===== config.mk =====
export PLATFORM = sky130hd
export DESIGN_NAME = cfg_pkt_master
export DESIGN_NICKNAME = d
export VERILOG_FILES = /design/src/rtl/cfg_pkt_pkg.sv /design/src/rtl/cfg_pkt_master.sv
export SDC_FILE = /design/constraint.sdc
export NUM_CORES = 1
export LEC_CHECK = 0
export BUFFER_PORTS_ARGS = -buffer_cell sky130_fd_sc_hd__buf_2
export CAP_MARGIN = 0
export CORE_MARGIN = 1
export CORE_UTILIZATION = 30
export CTS_BUF_LIST = sky130_fd_sc_hd__clkbuf_16
export CTS_CLUSTER_DIAMETER = 40
export DETAILED_ROUTE_END_ITERATION = 10
export PLACE_DENSITY_LB_ADDON = 0.1
export SYNTH_ARGS = -nofsm -noshare
export SYNTH_HDL_FRONTEND = slang
export SYNTH_SLANG_ARGS = --single-unit
export TNS_END_PERCENT = 5

===== constraint.sdc =====
create_clock -name clk -period 4.2 [get_ports clk]
set_input_delay 1.05 -clock clk [delete_from_list [all_inputs] [get_ports clk]]
set_output_delay 1.05 -clock clk [all_outputs]
set_load 0.02 [all_outputs]

===== src/rtl/cfg_pkt_pkg.sv =====
// Beat format shared by configuration-chain masters: tags, type codes, field offsets and beat builders.
package cfg_pkt_pkg;

  localparam int BEAT_W   = 134;
  localparam int TAG_LSB  = 132;
  localparam int TYPE_LSB = 124;
  localparam int SRC_LSB  = 104;
  localparam int DST_LSB  = 96;
  localparam int ADDR_LSB = 64;
  localparam int DATA_LSB = 0;

  localparam logic [1:0] TAG_HDR  = 2'b01;
  localparam logic [1:0] TAG_TAIL = 2'b10;

  localparam logic [2:0] TYPE_WR     = 3'b010;
  localparam logic [2:0] TYPE_RD     = 3'b001;
  localparam logic [3:0] TYPE_RD_RSP = 4'b1011;

  typedef logic [BEAT_W-1:0] beat_t;

  // Request type codes are 3 bits wide but occupy a 4-bit field with a zero MSB.
  function automatic beat_t build_header(input logic        rd,
                                         input logic [7:0]  src,
                                         input logic [7:0]  dst,
                                         input logic [31:0] addr,
                                         input logic [31:0] wdata);
    beat_t b;
    b = '0;
    b[TAG_LSB +: 2]   = TAG_HDR;
    b[TYPE_LSB +: 4]  = rd ? {1'b0, TYPE_RD} : {1'b0, TYPE_WR};
    b[SRC_LSB +: 8]   = src;
    b[DST_LSB +: 8]   = dst;
    b[ADDR_LSB +: 32] = addr;
    b[DATA_LSB +: 32] = rd ? 32'h0 : wdata;
    return b;
  endfunction

  function automatic beat_t build_tail();
    beat_t b;
    b = '0;
    b[TAG_LSB +: 2] = TAG_TAIL;
    return b;
  endfunction

endpackage


===== src/rtl/cfg_pkt_master.sv =====
// Configuration packet master: turns one read/write command into a header+tail beat pair and waits for the read reply.
// Optional read-response timeout is compiled in with the CFG_TIMEOUT_EN macro.
module cfg_pkt_master
  import cfg_pkt_pkg::*;
#(
  parameter logic [7:0]  SRC_MID     = 8'd1,
  parameter logic [15:0] TIMEOUT_CYC = 16'd1024
) (
  input  logic              clk,
  input  logic              rst,
  input  logic              cmd_valid,
  output logic              cmd_ready,
  input  logic              cmd_rd,
  input  logic [7:0]        cmd_dst_mid,
  input  logic [31:0]       cmd_addr,
  input  logic [31:0]       cmd_wdata,
  output logic              rsp_valid,
  output logic [31:0]       rsp_data,
  output logic              rsp_err,
  output logic [BEAT_W-1:0] cout_data,
  output logic              cout_data_wr,
  input  logic              cin_ready,
  input  logic [BEAT_W-1:0] cin_data,
  input  logic              cin_data_wr,
  output logic              cout_ready
);

  localparam logic [2:0] ST_IDLE     = 3'd0;
  localparam logic [2:0] ST_HDR      = 3'd1;
  localparam logic [2:0] ST_TAIL     = 3'd2;
  localparam logic [2:0] ST_WAIT_RSP = 3'd3;
  localparam logic [2:0] ST_DONE     = 3'd4;

  logic [2:0]        state_q, state_d;
  logic              cmd_rd_q, cmd_rd_d;
  logic [7:0]        cmd_dst_q, cmd_dst_d;
  logic [31:0]       cmd_addr_q, cmd_addr_d;
  logic [31:0]       cmd_wdata_q, cmd_wdata_d;
  logic [BEAT_W-1:0] cout_data_q, cout_data_d;
  logic              cout_wr_q, cout_wr_d;
  logic              rsp_valid_q, rsp_valid_d;
  logic [31:0]       rsp_data_q, rsp_data_d;
  logic              rsp_err_q, rsp_err_d;
  logic [31:0]       rdata_q, rdata_d;
`ifdef CFG_TIMEOUT_EN
  logic              err_q, err_d;
  logic [15:0]       cnt_q, cnt_d;
`endif
  logic              reply_match;
  logic              unused_cin;

  // Only the fields that identify a read reply take part in the match; the reply's source MID is irrelevant.
  assign reply_match = (state_q == ST_WAIT_RSP) && cin_data_wr
                    && (cin_data[TAG_LSB +: 2]   == TAG_HDR)
                    && (cin_data[TYPE_LSB +: 4]  == TYPE_RD_RSP)
                    && (cin_data[DST_LSB +: 8]   == SRC_MID)
                    && (cin_data[ADDR_LSB +: 32] == cmd_addr_q);

  assign unused_cin = &{1'b0, cin_data[131:128], cin_data[123:104], cin_data[63:32], TIMEOUT_CYC};

  always_comb begin
    state_d     = state_q;
    cmd_rd_d    = cmd_rd_q;
    cmd_dst_d   = cmd_dst_q;
    cmd_addr_d  = cmd_addr_q;
    cmd_wdata_d = cmd_wdata_q;
    cout_data_d = '0;
    cout_wr_d   = 1'b0;
    rsp_valid_d = 1'b0;
    rsp_data_d  = '0;
    rsp_err_d   = 1'b0;
    rdata_d     = rdata_q;
`ifdef CFG_TIMEOUT_EN
    err_d       = err_q;
    cnt_d       = cnt_q;
`endif
    case (state_q)
      ST_IDLE: begin
        if (cmd_valid) begin
          cmd_rd_d    = cmd_rd;
          cmd_dst_d   = cmd_dst_mid;
          cmd_addr_d  = cmd_addr;
          cmd_wdata_d = cmd_wdata;
          rdata_d     = '0;
`ifdef CFG_TIMEOUT_EN
          err_d       = 1'b0;
`endif
          state_d     = ST_HDR;
        end
      end
      ST_HDR: begin
        if (cin_ready) begin
          cout_data_d = build_header(cmd_rd_q, SRC_MID, cmd_dst_q, cmd_addr_q, cmd_wdata_q);
          cout_wr_d   = 1'b1;
          state_d     = ST_TAIL;
        end
      end
      ST_TAIL: begin
        if (cin_ready) begin
          cout_data_d = build_tail();
          cout_wr_d   = 1'b1;
          state_d     = cmd_rd_q ? ST_WAIT_RSP : ST_DONE;
`ifdef CFG_TIMEOUT_EN
          cnt_d       = '0;
`endif
        end
      end
      ST_WAIT_RSP: begin
`ifdef CFG_TIMEOUT_EN
        cnt_d = cnt_q + 16'd1;
        // A reply landing in the expiry cycle still wins over the timeout.
        if (reply_match) begin
          rdata_d = cin_data[DATA_LSB +: 32];
          state_d = ST_DONE;
        end else if (cnt_q == TIMEOUT_CYC - 16'd1) begin
          err_d   = 1'b1;
          rdata_d = '0;
          state_d = ST_DONE;
        end
`else
        if (reply_match) begin
          rdata_d = cin_data[DATA_LSB +: 32];
          state_d = ST_DONE;
        end
`endif
      end
      ST_DONE: begin
        rsp_valid_d = 1'b1;
        rsp_data_d  = rdata_q;
`ifdef CFG_TIMEOUT_EN
        rsp_err_d   = err_q;
`endif
        state_d     = ST_IDLE;
      end
      default: state_d = ST_IDLE;
    endcase
  end

  always_ff @(posedge clk) begin
    if (rst) begin
      state_q     <= ST_IDLE;
      cmd_rd_q    <= 1'b0;
      cmd_dst_q   <= '0;
      cmd_addr_q  <= '0;
      cmd_wdata_q <= '0;
      cout_data_q <= '0;
      cout_wr_q   <= 1'b0;
      rsp_valid_q <= 1'b0;
      rsp_data_q  <= '0;
      rsp_err_q   <= 1'b0;
      rdata_q     <= '0;
`ifdef CFG_TIMEOUT_EN
      err_q       <= 1'b0;
      cnt_q       <= '0;
`endif
    end else begin
      state_q     <= state_d;
      cmd_rd_q    <= cmd_rd_d;
      cmd_dst_q   <= cmd_dst_d;
      cmd_addr_q  <= cmd_addr_d;
      cmd_wdata_q <= cmd_wdata_d;
      cout_data_q <= cout_data_d;
      cout_wr_q   <= cout_wr_d;
      rsp_valid_q <= rsp_valid_d;
      rsp_data_q  <= rsp_data_d;
      rsp_err_q   <= rsp_err_d;
      rdata_q     <= rdata_d;
`ifdef CFG_TIMEOUT_EN
      err_q       <= err_d;
      cnt_q       <= cnt_d;
`endif
    end
  end

  assign cmd_ready    = (state_q == ST_IDLE);
  assign cout_data    = cout_data_q;
  assign cout_data_wr = cout_wr_q;
  assign rsp_valid    = rsp_valid_q;
  assign rsp_data     = rsp_data_q;
  assign rsp_err      = rsp_err_q;
  assign cout_ready   = 1'b1;

endmodule


==> results of run 1 <==
==> placed cells by master, fill, tap and decap left out, types with 2 or more instances in the layout <==
cell type / instances
nand3_1: 3
nor4_4: 3
clkinv_2: 10
inv_1: 4
clkbuf_16: 41
nor4_2: 4
or4_4: 2
bufinv_16: 3
clkinv_1: 5
mux2i_1: 32
nand2_1: 214
clkinv_4: 3
clkinvlp_4: 3
and3_1: 2
xor2_1: 29
nor4_1: 3
nand4_1: 3
nand2b_1: 4
and2_1: 105
nor3_1: 2
xnor2_1: 4
nor2_1: 5
nor2_2: 2
conb_1: 59
inv_6: 3
dfxtp_1: 218
buf_2: 266
a21oi_1: 74
buf_4: 10
==> how the worst min path moves through the flow <==
| stage | cells past startpoint | to |
|---|---|---|
| after global placement | 1 | cout_data[21]$_SDFF_PP0_ |
| after detailed placement | 1 | rsp_data[29]$_SDFF_PP0_ |
| after CTS | 1 | cout_data[12]$_SDFF_PP0_ |
| final | 1 | cout_data[12]$_SDFF_PP0_ |
| after global routing | 1 | cout_data[23]$_SDFF_PP0_ |
| after floorplan | 1 | cout_data[0]$_SDFF_PP0_ |
==> critical path: cells and delay by family <==
kind                   cells  cell delay (ps)
AND/OR/NAND/NOR            3             1020
buffers and inverters      2              640
XOR/XNOR                   1              130
multiplexers               1              260
==> per-layer routing <==
metal,track usage [%],routed length (um),vias up
met3,4.874,1731,36
met2,25.11,9475,239
li1,-,-,3092
met1,19.22,9189,2703
met5,0,10,-
met4,6.061,475,2
==> cell families (layout without fill, tap and decap cells) <==
| group | count (synthesis) | in the layout | share of synthesized area (%) |
|---|---|---|---|
| mux | 32 | 32 | 4.056 |
| other cells | 2 | 60 | 0.09509 |
| flops | 218 | 218 | 55.26 |
| compound gates | 82 | 82 | 5.466 |
| simple gates | 360 | 360 | 22.48 |
| xor+xnor | 33 | 33 | 3.660 |
| buf+inv | 108 | 350 | 8.983 |
==> metrics by stage <==
step           utilization, %  hold slack [ps]  total power (uW)  setup WS [ps]
4_1_cts                 40.71            444.7              5884           1480
3_5_place_dp            35.80            439.2              2844          970.8
2_1_floorplan               -            429.6              2668           1412
3_3_place_gp            35.80            433.8              2840          991.4
6_report                40.72            441.1              5780           1467
5_1_grt                 40.72            462.3              6068           1408
==> registers in the layout, summed over array words and instances (netlist names) <==
| name | flops |
|---|---|
| cout_data | 76 |
| cmd_addr_q | 32 |
| cmd_wdata_q | 32 |
| rdata_q | 32 |
| rsp_data | 32 |
| cmd_dst_q | 8 |
| state_q | 3 |
| cmd_rd_q | 1 |
| cout_data_wr | 1 |
| rsp_valid | 1 |
==> power groups by stage <==
stage / clock [uW] / sequential [uW] / combinational, uW
after detailed placement: 0 / 2280 / 564
final: 2990 / 2240 / 550
after global placement: 0 / 2280 / 562
after floorplan: 0 / 2270 / 397
after global routing: 3190 / 2250 / 623
after CTS: 3080 / 2240 / 565
==> final cells by class <==
cell class,instances,area (sq um),area share [%]
antenna,1,2.502,0.02372
clock inverter,30,245.2,2.324
multi-input combinational,566,3059,29.00
inverter,2,7.507,0.07116
tap,335,419.2,3.973
timing repair buffer,277,1426,13.52
sequential,218,4364,41.37
clock buffer,41,1026,9.725
==> results.cfg, run 1 <==
[status]
outcome = finished, final reports clean

[grt]
grt_pass1_wl_um = 32250
antenna_found_initial = 3
grt_max_degree = 79
grt.overflow.total = 0
grt_pass1_vias = 5911
track_usage_pct = 15.56

[cts]
insertion_delay_ps = 500
cts_buffer_depth = 3
cts-root-buf = clkbuf_16
htreeDepth = 2
cts.sinks = 218
post_cts_buffers = 0
cts_buffers = 40
hold_buffers = 0
cts-resized-gates = 0
path_clk_slew_ps = 50
cts_tree = built

[finish]
nets = 1317
layout.cells.non_filler = 1470
fillerInstances = 2668
design_area_sq_um = 10550
drive_above_1_share_pct = 31.57
syn_to_final_growth_pct = 33.59

[logic_synthesis]
synthTopCellsByArea = dfxtp_1 55%, nand2_1 10%, and2_1 8.3%
yosysTopAreaCellShare_pct = 55.26
syn_inst = 835
syn_area_sq_um = 7898
synth_most_common_cell = dfxtp_1
yosysUniqueCellTypes = 38
avgSynthCellArea_sq_um = 9.458
synthTopCellsByCount = 218 x dfxtp_1, 215 x nand2_1, 105 x and2_1
yosysWarnings = 0
synth_ff_type = dfxtp_1
synth-edff-count = 0
synth_seq_cells = 218
async_flop_share_pct = 0
synth_area_leader_cell = dfxtp_1
yosysSeqAreaShare_pct = 55.26

[setup_path]
r2r_end = rdata_q[24]$_SDFFE_PP0P_
cp-startpoint = cin_data[69]
critPathLaunchType = input port
path_cells = buf_2 > xor2_1 > nor4_1 > nand4_1 > nor4_4 > buf_4 > mux2i_1
ff2ff_setup_slack_ps = 1780
reg2reg_from = cmd_addr_q[5]$_SDFFE_PP0P_
arrival_ps = 3150
endpoint = rdata_q[24]$_SDFFE_PP0P_
critical_path_class = input port to flip-flop
cp_slowest_cell = buf_4
required_ps = 4620
r2r_cells = 6
worst-path-max-fanout = 33
endpoint_kind = flip-flop
critPathMaxStageDelay_ps = 540

[placed_design]
dp_hpwl_um = 13860
gp_congestion = 0.7499
portBuffers = 267
place_inst = 1398
place_area_sq_um = 9276

[floorplan]
num_rows = 59
ios = 383
dieHeight_um = 164.3
core_sq_um = 25910
die_area_sq_um = 26980
die_w_um = 164.3
start_util_pct = 30.48

[sta]
final.period_utilization_pct = 65.07
setup_viol = 0
final.setup.tns_ps = 0
worstMarginPinSlew_ps = 976.9
finClkSkew_ps = 14.59
period_minus_slack_ps = 2733
relSlewSlack_pct = 34.87
rsz0062_at_grt = false
slew_violations = 0
hold_violations = 0
fmax_mhz = 365.9

[power]
p_int_uw = 4313
p_sw_share_pct = 25.38
p_sw_uw = 1467
pwr-share-comb_pct = 9.5
power_density_nw_per_um2 = 547.8
pwr-share-clk_pct = 51.8
leakage_uw = 0.004863
peakVddDrop_uv = 250.6
power.share.sequential_pct = 38.7

[drt]
dr_total_vias = 6072
routed_via_density = 4.131
drt_iter0_markers = 207
drt-total-wl_um = 20880
wl_per_cell_um = 14.20
drc = 0
drt_first_pass_iters = 4
ant_nets = 0

[job]
maxCapViolCount = 0

[hold_path]
worstHoldStart = cmd_wdata_q[12]$_SDFFE_PP0P_
hp-class = flip-flop to flip-flop
No activity file was read; power rests on OpenSTA's default activity.
==> run 2: changes to the inputs <==
==> constraint.sdc (replaced) <==
create_clock -name clk -period 2.4 [get_ports clk]
set_input_delay 0.6 -clock clk [delete_from_list [all_inputs] [get_ports clk]]
set_output_delay 0.6 -clock clk [all_outputs]
set_load 0.02 [all_outputs]
==> results.cfg, run 2 (synthesized netlist as in run 1, its figures left out) <==
[cts]
insertion_delay_ps = 500
path_clk_slew_ps = 50
cts.sinks = 218
hold_buffers = 0
cts-resized-gates = 0
cts_buffers = 38
post_cts_buffers = 0
cts_buffer_depth = 3
cts_tree = built
htreeDepth = 2
cts-root-buf = clkbuf_16

[setup_path]
cp_slowest_cell = dfxtp_1
required_ps = 2820
ff2ff_setup_slack_ps = 270
r2r_cells = 7
worst-path-max-fanout = 33
critPathLaunchType = flip-flop
reg2reg_from = cmd_addr_q[14]$_SDFFE_PP0P_
endpoint_kind = flip-flop
r2r_end = rdata_q[9]$_SDFFE_PP0P_
path_cells = xor2_1 > nor4_2 > nand4_1 > buf_4 > nor4_4 > buf_12 > mux2i_1
critPathMaxStageDelay_ps = 330
arrival_ps = 2550
critical_path_class = flip-flop to flip-flop

[grt]
grt_pass1_wl_um = 32040
track_usage_pct = 15.41
antenna_found_initial = 5
grt_max_degree = 74
grt.overflow.total = 0
grt_pass1_vias = 5855

[placed_design]
place_area_sq_um = 9374
dp_hpwl_um = 13980
dp_slack_ps = -140.8
portBuffers = 267
gp_congestion = 0.7574

[power]
power_density_nw_per_um2 = 963.5
peakVddDrop_uv = 665.5
leakage_uw = 0.004893
p_total_uw = 10260

[finish]
final_cell_mix = 266 x buf_2, 218 x dfxtp_1, 214 x nand2_1, 105 x and2_1, 74 x a21oi_1
seqCellArea_sq_um = 4364
layout_commonest_cell = buf_2
design_area_sq_um = 10650
multi_input_area_sq_um = 3059
fillerInstances = 2667
syn_to_final_growth_pct = 34.85
drive_above_1_share_pct = 31.63
largest_reg_flops = 76
nets = 1323

[sta]
final.setup.tns_ps = 0
rsz0062_at_grt = false
worstMarginPinSlew_ps = 508.5
final.period_utilization_pct = 88.57
relSlewSlack_pct = 65.91
finClkSkew_ps = 17.45
fmax_mhz = 470.5
fin_ws_ps = 274.4
hold_violations = 0
period_minus_slack_ps = 2126
setup_viol = 0
slew_violations = 0
holdWs_ps = 332.3

[drt]
drt_iter0_markers = 359
dr_total_vias = 6037
routed_via_density = 4.093
ant_nets = 0
drt-total-wl_um = 20950
wl_per_cell_um = 14.20
drc = 0
drt_first_pass_iters = 4

[floorplan]
die_w_um = 164.3
die_area_sq_um = 26980
dieHeight_um = 164.3
core_sq_um = 25910
start_util_pct = 30.48
num_rows = 59
ios = 383

[hold_path]
worstHoldStart = cmd_wdata[26]
whs_endpoint = cmd_wdata_q[26]$_SDFFE_PP0P_
holdPathStages = 3
hp-class = input port to flip-flop

[status]
outcome = finished, final reports clean

[job]
maxCapViolCount = 0
## run 2: cell count changes in the layout (fill, tap and decap cells not counted)
cell,delta
inv_1,-2
clkbuf_16,-2
clkinv_2,-8
bufinv_16,+2
buf_4,+5
diode_2,+1
inv_8,+2
clkinv_1,+4
clkinv_4,-3
inv_6,+3
buf_12,+3
## run 2: critical path, delay by kind of cell (launching register included)
family,cells,cell delay [ps]
simple gates,3,810
flops,1,330
xor+xnor,1,190
mux,1,230
buf+inv,2,480
## run 2: power breakdown
group          internal (uW)  switching, uW
Sequential              3800            112
Clock                   3510           1840
Combinational            356            646
Total                   7660           2600
## run 2: worst max path at each step
stage	start	end	slack (ps)	cells past startpoint
4_1_cts	cmd_addr_q[5]$_SDFFE_PP0P_	rdata_q[9]$_SDFFE_PP0P_	250	7
2_1_floorplan	cin_data[99]	rdata_q[10]$_SDFFE_PP0P_	60	6
3_5_place_dp	cin_data[99]	rdata_q[9]$_SDFFE_PP0P_	-140	7
6_report	cmd_addr_q[14]$_SDFFE_PP0P_	rdata_q[9]$_SDFFE_PP0P_	270	7
3_3_place_gp	cin_data[69]	rdata_q[26]$_SDFFE_PP0P_	-80	8
5_1_grt	cmd_addr_q[5]$_SDFFE_PP0P_	rdata_q[9]$_SDFFE_PP0P_	110	7
## run 2: area by class of cell
cell class / count / area share, %
Timing Repair Buffer: 285 / 14.31
Antenna cell: 2 / 0.04699
Sequential cell: 218 / 40.98
Tap cell: 335 / 3.936
Clock buffer: 39 / 9.164
Multi-Input combinational cell: 566 / 28.72
Clock inverter: 28 / 2.773
Inverter: 2 / 0.07049
## run 2: metrics by stage
stage / util, % / cells
after detailed placement: 36.18 / 1406
final: 41.10 / 1475
after CTS: 41.08 / 1473
after global routing: 41.10 / 1475
after global placement: 36.18 / 1406
after floorplan: - / 892
## run 2: metal layers
layer | share of wire (%) | wire length, um | track usage, % | vias up
met2 | 45 | 9441 | 24.51 | 224
met5 | 0.17 | 35 | 0 | -
li1 | - | - | - | 3103
met4 | 2.2 | 456 | 5.934 | 6
met3 | 7.7 | 1614 | 4.848 | 40
met1 | 45 | 9403 | 19.32 | 2664
==> run 3: changes to the inputs <==
--- a/config.mk
+++ b/config.mk
@@ -9,7 +9,7 @@
 export CAP_MARGIN = 0
 export CORE_MARGIN = 1
 export CORE_UTILIZATION = 30
-export CTS_BUF_LIST = sky130_fd_sc_hd__clkbuf_16
+export CTS_BUF_LIST = sky130_fd_sc_hd__clkbuf_8
 export CTS_CLUSTER_DIAMETER = 40
 export DETAILED_ROUTE_END_ITERATION = 10
 export PLACE_DENSITY_LB_ADDON = 0.1
==> results.cfg, run 3 (synthesized netlist as in run 1, its figures left out) <==
[sta]
slew_violations = 0
rsz0062_at_grt = false
hold_violations = 0
relSlewSlack_pct = 66.05
fin_ws_ps = 237.5
fmax_mhz = 462.4
period_minus_slack_ps = 2163
worstMarginPinSlew_ps = 506.4
finClkSkew_ps = 11.48
holdWs_ps = 304.6
final.period_utilization_pct = 90.10
setup_viol = 0

[grt]
met2_usage_pct = 24.74
grt.busiest_layer = met2
track_usage_pct = 15.41
use_met1_pct = 19.02
use_met3_pct = 4.949
grt_max_degree = 74
grt.overflow.total = 0
antenna_found_initial = 4
grt_pass1_wl_um = 32040
grt_pass1_vias = 5898

[finish]
drive_above_1_share_pct = 31.91
layout_commonest_cell = buf_2
seqCellArea_sq_um = 4364
syn_to_final_growth_pct = 30.04
multi_input_area_sq_um = 3059
final_cell_mix = 266 x buf_2, 218 x dfxtp_1, 214 x nand2_1, 105 x and2_1, 74 x a21oi_1
nets = 1328
fillerInstances = 2720
largest_reg_flops = 76

[setup_path]
required_ps = 2850
endpoint_kind = flip-flop
worst-path-max-fanout = 33
critPathLaunchType = flip-flop
arrival_ps = 2610
critical_path_class = flip-flop to flip-flop
ff2ff_setup_slack_ps = 240

[cts]
cts_buffers = 43
cts-resized-gates = 0
cts_tree = built
htreeDepth = 2
post_cts_buffers = 0
cts_buffer_depth = 3
cts.sinks = 218
path_clk_slew_ps = 60
cts-root-buf = clkbuf_8
insertion_delay_ps = 530
hold_buffers = 0

[placed_design]
dp_hpwl_um = 13980
gp_congestion = 0.7574
portBuffers = 267
dp_slack_ps = -140.8

[drt]
routed_via_density = 4.107
drt_iter0_markers = 310
ant_nets = 0
dr_total_vias = 6078
drt_first_pass_iters = 4
drt-total-wl_um = 20930
drc = 0
wl_per_cell_um = 14.14

[floorplan]
ios = 383
core_sq_um = 25910
num_rows = 59
start_util_pct = 30.48
die_w_um = 164.3
dieHeight_um = 164.3
die_area_sq_um = 26980

[power]
peakVddDrop_uv = 412.7
leakage_uw = 0.004766
power_density_nw_per_um2 = 850.8

[status]
outcome = finished, final reports clean

[job]
maxCapViolCount = 0

[hold_path]
hp-class = input port to flip-flop
run 3: where the power goes:
| part | internal, uW | switching, uW |
|---|---|---|
| registers | 3790 | 111 |
| clock network | 2280 | 1550 |
| logic | 356 | 646 |
run 3: stage by stage:
stage	utilization (%)	instances	total power (uW)	setup TNS (ps)	instance area, sq um
detailed placement	36.18	1406	5011	-3652	9374
floorplan	-	892	4670	0	8112
CTS	39.63	1479	8917	0	10270
finish	39.63	1480	8738	0	10270
global route	39.63	1480	9224	0	10270
global placement	36.18	1406	5006	-2410	9374
run 3: layer usage:
layer	wire length [um]	part of all wire, %
met5	35	0.17
met3	1706	8.2
met4	550	2.6
met1	9158	44
met2	9481	45
run 3: worst max-delay path, stage by stage (launching register included):
cell	delay [ps]
dfxtp_1	340
xor2_1	190
nor4_2	330
nand4_1	190
buf_4	190
nor4_4	300
buf_12	290
mux2i_1	230
run 3: final cells by class:
class / instances / share of cell area [%]
clock buffers: 52 / 6.969
clock inverters: 21 / 1.730
repair buffers: 285 / 14.84
well taps: 335 / 4.081
diodes: 1 / 0.02437
inverters: 2 / 0.07310
multi-input cells: 566 / 29.79
flip-flops and latches: 218 / 42.50
run 3: final timing paths:
kind,start,end,depth (start not counted)
worst max register to register,cmd_addr_q[14]$_SDFFE_PP0P_,rdata_q[9]$_SDFFE_PP0P_,7
worst max-delay path,cmd_addr_q[14]$_SDFFE_PP0P_,rdata_q[9]$_SDFFE_PP0P_,7
worst min-delay path,cmd_addr[30],cmd_addr_q[30]$_SDFFE_PP0P_,3
worst min register to register,cmd_wdata_q[5]$_SDFFE_PP0P_,cout_data[5]$_SDFF_PP0_,1
